<file path="config.mk">
export PLATFORM = sky130hd
export DESIGN_NAME = gf180mcu_fd_sc_mcu9t5v0__scan_shift_ctrl
export DESIGN_NICKNAME = d
export VERILOG_FILES = /design/src/rtl/gf180mcu_fd_sc_mcu9t5v0__scan_shift_ctrl.sv
export SDC_FILE = /design/constraint.sdc
export NUM_CORES = 1
export LEC_CHECK = 0
export BUFFER_PORTS_ARGS = -buffer_cell sky130_fd_sc_hd__buf_2
export CAP_MARGIN = 10
export CORE_UTILIZATION = 49
export CTS_BUF_LIST = sky130_fd_sc_hd__clkbuf_4
export DETAILED_ROUTE_END_ITERATION = 8
export PLACE_DENSITY = 0.76
export SETUP_SLACK_MARGIN = 0.5
export SYNTH_ARGS = -nofsm -noshare
export SYNTH_HDL_FRONTEND = slang
export SYNTH_SLANG_ARGS = --single-unit
export TNS_END_PERCENT = 20
</file>
<file path="constraint.sdc">
create_clock -name CLK -period 1.54 [get_ports CLK]
set_input_delay 0.154 -clock CLK [delete_from_list [all_inputs] [get_ports CLK]]
set_output_delay 0.154 -clock CLK [all_outputs]
set_load 0.01 [all_outputs]
</file>
<file path="src/rtl/gf180mcu_fd_sc_mcu9t5v0__scan_shift_ctrl.sv">
// Scan-chain controller: loads PAT LSB-first, runs CAP_CYC capture cycles, unloads the response.
// Optional MISR signature over unloaded bits when SCAN_SHIFT_CTRL_MISR_EN is defined.
module gf180mcu_fd_sc_mcu9t5v0__scan_shift_ctrl #(
  parameter int CHAIN_LEN = 16,
  parameter int CAP_CYC   = 1
) (
  input  logic                 CLK,
  input  logic                 RST,
  input  logic                 START,
  input  logic [CHAIN_LEN-1:0] PAT,
  input  logic                 SO,
  output logic                 SE,
  output logic                 SI,
  output logic                 BUSY,
  output logic                 DONE,
  output logic [CHAIN_LEN-1:0] RESP,
  output logic [15:0]          SIG
);

  localparam int CNT_W = $clog2(CHAIN_LEN + 1);
  localparam logic [CNT_W-1:0] LAST_BIT = CNT_W'(CHAIN_LEN - 1);
  localparam logic [CNT_W-1:0] LAST_CAP = CNT_W'(CAP_CYC - 1);

  typedef enum logic [2:0] {
    ST_IDLE,
    ST_LOAD,
    ST_CAPTURE,
    ST_UNLOAD,
    ST_FIN
  } state_e;

  state_e               state_q, state_d;
  logic [CNT_W-1:0]     cnt_q, cnt_d;
  logic [CHAIN_LEN-1:0] sh_q, sh_d;
  logic [CHAIN_LEN-1:0] resp_q, resp_d;
  logic                 se_q, se_d;
  logic                 si_q, si_d;
  logic                 busy_q, busy_d;
  logic                 done_q, done_d;

  always_comb begin
    // NOTE: every signal gets its hold value first, so no path can infer a latch.
    state_d = state_q;
    cnt_d   = cnt_q;
    sh_d    = sh_q;
    resp_d  = resp_q;
    unique case (state_q)
      ST_IDLE: begin
        if (START) begin
          state_d = ST_LOAD;
          sh_d    = PAT;
          cnt_d   = '0;
        end
      end
      ST_LOAD: begin
        sh_d = sh_q >> 1;
        if (cnt_q == LAST_BIT) begin
          state_d = ST_CAPTURE;
          cnt_d   = '0;
        end else begin
          cnt_d = cnt_q + CNT_W'(1);
        end
      end
      ST_CAPTURE: begin
        if (cnt_q == LAST_CAP) begin
          state_d = ST_UNLOAD;
          cnt_d   = '0;
        end else begin
          cnt_d = cnt_q + CNT_W'(1);
        end
      end
      ST_UNLOAD: begin
        for (int k = 0; k < CHAIN_LEN; k++) begin
          if (cnt_q == CNT_W'(k)) resp_d[k] = SO;
        end
        if (cnt_q == LAST_BIT) begin
          state_d = ST_FIN;
          cnt_d   = '0;
        end else begin
          cnt_d = cnt_q + CNT_W'(1);
        end
      end
      ST_FIN: begin
        state_d = ST_IDLE;
        cnt_d   = '0;
      end
      default: begin
        state_d = ST_IDLE;
        cnt_d   = '0;
      end
    endcase

    // Outputs are registered, so they are decoded from the state being entered.
    se_d   = (state_d == ST_LOAD) || (state_d == ST_UNLOAD);
    si_d   = (state_d == ST_LOAD) && sh_d[0];
    busy_d = (state_d != ST_IDLE);
    done_d = (state_d == ST_FIN);
  end

  always_ff @(posedge CLK) begin
    if (RST) begin
      // NOTE: RESP is cleared by reset, unlike a plain storage array, because aborted runs must read back 0.
      state_q <= ST_IDLE;
      cnt_q   <= '0;
      sh_q    <= '0;
      resp_q  <= '0;
      se_q    <= 1'b0;
      si_q    <= 1'b0;
      busy_q  <= 1'b0;
      done_q  <= 1'b0;
    end else begin
      // NOTE: non-blocking assignments keep every flop sampling pre-edge values.
      state_q <= state_d;
      cnt_q   <= cnt_d;
      sh_q    <= sh_d;
      resp_q  <= resp_d;
      se_q    <= se_d;
      si_q    <= si_d;
      busy_q  <= busy_d;
      done_q  <= done_d;
    end
  end

  assign SE   = se_q;
  assign SI   = si_q;
  assign BUSY = busy_q;
  assign DONE = done_q;
  assign RESP = resp_q;

`ifdef SCAN_SHIFT_CTRL_MISR_EN
  // Galois MISR, x^16+x^12+x^5+1, each unloaded bit folded into bit 0.
  localparam logic [15:0] MISR_POLY = 16'h1021;

  logic [15:0] sig_q, sig_d;

  always_comb begin
    sig_d = sig_q;
    if (state_q == ST_IDLE && START) begin
      sig_d = '0;
    end else if (state_q == ST_UNLOAD) begin
      sig_d = {sig_q[14:0], 1'b0} ^ ({16{sig_q[15]}} & MISR_POLY) ^ {15'd0, SO};
    end
  end

  always_ff @(posedge CLK) begin
    if (RST) sig_q <= '0;
    else     sig_q <= sig_d;
  end

  assign SIG = sig_q;
`else
  assign SIG = 16'h0000;
`endif

endmodule

</file>
Yosys cells after proc, flatten, opt, wreduce, memory -nomap -nowiden. Cells that the tools add are included.

Multiplexer cells: 11. Add/subtract/negate cells: 1. Reduce and logical (&&, ||, !) cells: 24. Equality and inequality tests: 22.

Operators by type and width (count): $eq A5 B4 Y1 const B (8); $reduce_and A2 Y1 (17); $pmux W16 S2 (1); $eq A5 B3 Y1 const B (4); $mux W16 (1); $mux W5 (3); $pmux W5 S3 (1); $mux W3 (4); $pmux W3 S4 (1); $eq A5 B2 Y1 const B (2); $eq A3 B2 Y1 const B (3); $eq A3 B1 Y1 const B (2); $add A5 B1 Y5 const B (1); $eq A5 B1 Y1 const B (1); $logic_not A5 Y1 (1); $eq A3 B3 Y1 const B (1); $logic_not A3 Y1 (1); $reduce_bool A3 Y1 (1); $ne A2 B2 Y1 const B (1); $reduce_bool A2 Y1 (1); $reduce_or A2 Y1 (1); $logic_and A1 B1 Y1 (1); $logic_or A1 B1 Y1 (1).

Flip-flop bits (word level): 44. Input bits: 20. Output and inout bits: 36.

Logic depth before layout (Yosys ltp).
Word-level depth: 5. Mapped depth: 7.

Worst setup path after synthesis. No wires, ideal clock.

Path kind: reg-to-reg. Start: register cnt_q[3]. End: register busy_q (netlist: BUSY). Path slack: -0.082 ns. Data required time: 1.402 ns. Stages on the path, launching flop included: 8. Arrival time: 1.484 ns. Library setup time: 0.138 ns. Clock period less this slack: 1.622 ns. Cells stage by stage: dfxtp_1 -> clkbuf_1 -> nand3_1 -> inv_1 -> ha_1 -> nor3b_1 -> a211oi_1 -> o221ai_1.

Longest elaborated chain between the ends: 4. Elaborated cells between the ends (all ways): 7. Classes of those cells: eq/ne (1); mux (4); reduce/logical (2).

RTL lines: start: declaration (line 33) `logic [CNT_W-1:0] cnt_q, cnt_d;`; start signal: assignment (line 114) `cnt_q <= cnt_d;`; $eq A5 B4 Y1 or $logic_not A5 Y1 (tied branches) (line 57, 76, 65); $mux W3, on equally long branches (line 76, 57, 65); $pmux W3 S4 * (line 47) `unique case (state_q)`; $reduce_bool A3 Y1 * (line 96) `busy_d = (state_d != ST_IDLE);`; end signal: assignment (line 119) `busy_q <= busy_d;`; end: declaration (line 38) `logic busy_q, busy_d;`.

Mark *: on every way between the ends. The rest lies on a longest branch, timed or not. A chain may end at the register's enable or synchronous reset.

Worst setup path in the final report.
Start: register cnt_q[0]. End: register se_q (netlist: SE).

Longest elaborated chain between the ends: 5. Elaborated cells between the ends (all ways): 9. Classes of those cells: eq/ne (3); mux (4); reduce/logical (2).

RTL lines: $eq A5 B4 Y1 or $logic_not A5 Y1 (tied branches) (line 57, 76, 65); $mux W3, on equally long branches (line 76, 57, 65); $pmux W3 S4 * (line 47); $eq A3 B1 Y1 or $eq A3 B2 Y1 (tied branches) (line 94) `se_d = (state_d == ST_LOAD) || (state_d == ST_UNLOAD);`; $logic_or A1 B1 Y1 * (line 94); end signal: assignment (line 107) `se_q <= 1'b0;`; end signal: assignment (line 117) `se_q <= se_d;`; end: declaration (line 36) `logic se_q, se_d;`.

Marked as above.

==> metrics.md <==
| Metric | Value |
|---|---|
| Status | `finished, violations left` |
| Failing checks | `negative setup slack` |
| Max-Cap Viols | `0` |
| Hold Crit Class | `primary input to register` |
| WP data arrival | `1830 ps` |
| Mapped Area | `2170 um2` |
| Critical Path End Type | `register` |
| Final #Nets | `about 320` |
| Cell Pwr Density | `between 700 and 800 nW/um2` |
| Worst r2r src | `cnt_q[0]` |
| Ant diodes | `0` |
| Largest delay share family, worst path | `flip-flops` |
| Worst path max stage delay | `roughly 400 ps` |
| Combinational group share of total power | `between 15 and 20%` |
| Dpl cell area | `roughly 2500 um2` |
| DP Wirelength | `a little over 3000 um` |
| Hold_sp | `PAT[15]` |
| Routed wire per std cell | `approximately 15 um` |
| Cells after synthesis | `234` |
| Die Span X | `about 70 um` |
| Core Util, Final | `between 60% and 70%` |
| Synthesis-to-finish area growth | `31.7%` |
| DR pass1 iterations | `4` |
| CTS Hold Bufs | `0` |
| DR iter-0 viols | `between 70 and 80` |
| Clk slew on worst S/H paths | `around 140 ps` |
| Critical path's slowest cell | `dfxtp_4` |
| LEAKAGE | `1.24 nW` |
| H-tree depth | `2` |
| CP required | `1810 ps` |
| Clock root cell | `clkbuf_4` |
| Vias | `around 1.9k` |
| First-pass GRT wire length | `~7500 um` |
| Flops & latches, synth | `44` |
| Switching Power | `about 0.64 mW` |
| Core Region | `4120 um2` |
| Commonest non-fill, non-tap cells in the layout | `buf_2, dfxtp_1, buf_4` |
| Final hold vios | `0` |
| Setup violators final | `5` |
| Final worst-path setup slack | `-19.2 ps` |
| Seq/Total Area, Yosys | `between 40 and 50%` |
| R2R cell count | `8` |
| Seq pwr share | `between 50% and 60%` |
| Num CTS Buffers | `5` |
| P_int | `between 1.5 and 2 mW` |
| Final TNS setup | `-70.3 ps` |
| R2r setup slk | `-20 ps` |
| Tightest Pin Transition | `between 500 and 600 ps` |
| Share of cells above drive strength 1 | `between 40 and 50%` |
| Worst-path cell chain | `ha_2 > nand3_2 > inv_2 > ha_4 > nor3b_4 > a211oi_2 > buf_4 > nor2_1` |
| Clock power frac | `between 20% and 30%` |
| IO Count | `56` |
| Rows | `23` |
| Initial antenna violation count | `0` |
| Highest Clock Rate | `0.641 GHz` |
| CP Class | `register to register` |
| Netlist cell types | `44` |
| Drt drc | `0` |
| Starting density of the core | `approximately 53%` |
| Startpoint Class | `register` |
| DIE AREA | `approximately 4700 um2` |
| Post-route cell area | `around 2900 um2` |
| Yosys warns | `0` |
| Largest net degree at the start of global routing | `31` |
| Share of the clock period used by the worst path | `101%` |
| Antenna-violating nets left | `0` |
| WHS Endpoint | `sh_q[15]` |
| Worst skew pair latency | `approximately 370 ps` |
| Crit Path Max Fanout | `5` |
| Worst vdd rail ir drop | `0.464 mV` |
| Port buffer count | `39` |
| Post-synth EDFFs | `0` |
| Grt total ovfl | `0` |
| Sink Count | `44` |
| Layout Skew | `around 16 ps` |
| Routed WL | `between 5000 and 6000 um` |
| Post-synth ARST share | `0%` |
| Crit path time final | `roughly 1600 ps` |
| Buffers plus inverters on the worst setup path | `2` |
| Hold depth | `3` |
| Post-DR vias/cell | `~5.4` |
| Global Route Usage Sum | `~22%` |
| Most common cell after layout, fill and taps aside | `buf_2` |
| Most used DFF post-synth | `dfxtp_1` |
| Vias in the first global route | `between 1.5k and 2k` |
| Switch share | `28.9%` |
| Mapped Avg Cell Area | `just over 9 um2` |
| Unrepaired setup endpoints after global routing | `yes` |
| Slew HR | `between 60 and 70%` |
| GP Congestion | `between 0.7 and 0.8` |
| CTS tree | `built` |
| Worst flop-to-flop path endpoint | `SE` |
| Slew Viols, Final | `0` |
| Bufs on Longest Clock Path | `2` |
| Height of the die | `around 69 um` |
[layer usage]
metal  track usage [%]  wire, um  vias to the layer above
met4              8.59        84                        0
met2              35.3      2540                       53
li1                  -         -                      929
met3              5.76       244                        8
met5                 0         0                        -
met1              28.4      2240                      880
[sequential cells by signal (all words and copies together) (netlist names)]
register,cells
state_q,3
SI,1
sh_q,16
SE,1
BUSY,1
RESP,16
cnt_q,5
DONE,1
[repair_timing]
item | in CTS | in global routing
gates resized for setup | 20 | 31
pin swaps | 21 | 41
gates cloned | 1 | 0
setup endpoints to repair | 44 | 49
buffers inserted | 12 | 5
[kinds of logic after synthesis]
| logic type | synth area share [%] |
|---|---|
| multiplexers | 6.91 |
| adder cells (fa/ha/maj) | 3.45 |
| flip-flops | 40.5 |
| AND/OR/NAND/NOR | 19.6 |
| XOR/XNOR | 1.21 |
| AO/OA/AOI/OAI | 17.3 |
| other | 0.173 |
| buffers and inverters | 10.8 |
[cell usage after synthesis, types with 2 or more instances]
library cell	n	area share, %
a211oi_1	2	0.69
a211oi_2	2	1.2
a21oi_1	18	4.1
a22oi_1	14	4.8
a31oi_1	2	0.58
buf_2	5	1.2
buf_4	16	5.5
buf_6	2	1.0
clkbuf_1	9	1.6
dfxtp_1	44	41
ha_1	6	3.5
inv_1	9	1.6
mux2i_1	15	6.9
nand2_1	4	0.69
nand2b_1	15	4.3
nand3_1	12	2.8
nand3b_1	2	0.69
nand4_1	5	1.4
nor2_1	4	0.69
nor2b_1	4	1.2
nor3_1	3	0.69
nor3b_1	2	0.69
o21ai_0	14	3.2
o21ai_1	3	0.69
or2_1	2	0.58
xor2_1	2	0.81
[power groups by stage]
stage | combinational, mW | sequential (mW) | clock [mW]
2_1_floorplan | 0.238 | 1.23 | 0
3_3_place_gp | 0.309 | 1.23 | 0
3_5_place_dp | 0.314 | 1.23 | 0
4_1_cts | 0.388 | 1.21 | 0.554
5_1_grt | 0.471 | 1.21 | 0.599
6_report | 0.435 | 1.21 | 0.559
[tightest hold or removal path: cells and delay by family]
kind	cells	cell delay, ps
AOI/OAI and AO/OA	1	50
buffers and inverters	1	100
and+or+nand+nor	1	40
[area by class of cell]
class	count	area, um2
timing repair buffer	73	497
fill	292	1250
inverter	9	38.8
clock inverter	2	12.5
clock buffer	5	37.5
multi-input combinational	164	1320
sequential	44	900
tap	50	62.6
[worst max-delay path by stage]
stage	start	to	slack [ps]	depth (start not counted)
2_1_floorplan	cnt_q[0]	cnt_q[3]	60	5
3_3_place_gp	state_q[2]	SI	-150	3
3_5_place_dp	state_q[2]	SI	-190	3
4_1_cts	cnt_q[1]	cnt_q[2]	10	5
5_1_grt	cnt_q[1]	cnt_q[2]	-60	5
6_report	cnt_q[0]	SE	-20	8
[stage by stage]
step	setup WS, ps	std cells	power [mW]	hold slack (ps)
CTS	14.8	342	2.15	13.8
floorplan	63.8	249	1.47	290
finish	-19.2	347	2.20	12.5
detailed placement	-193	322	1.54	405
global route	-56.9	347	2.28	27.6
global placement	-149	322	1.54	400
Note: power is estimated with default switching activity, not from simulation.
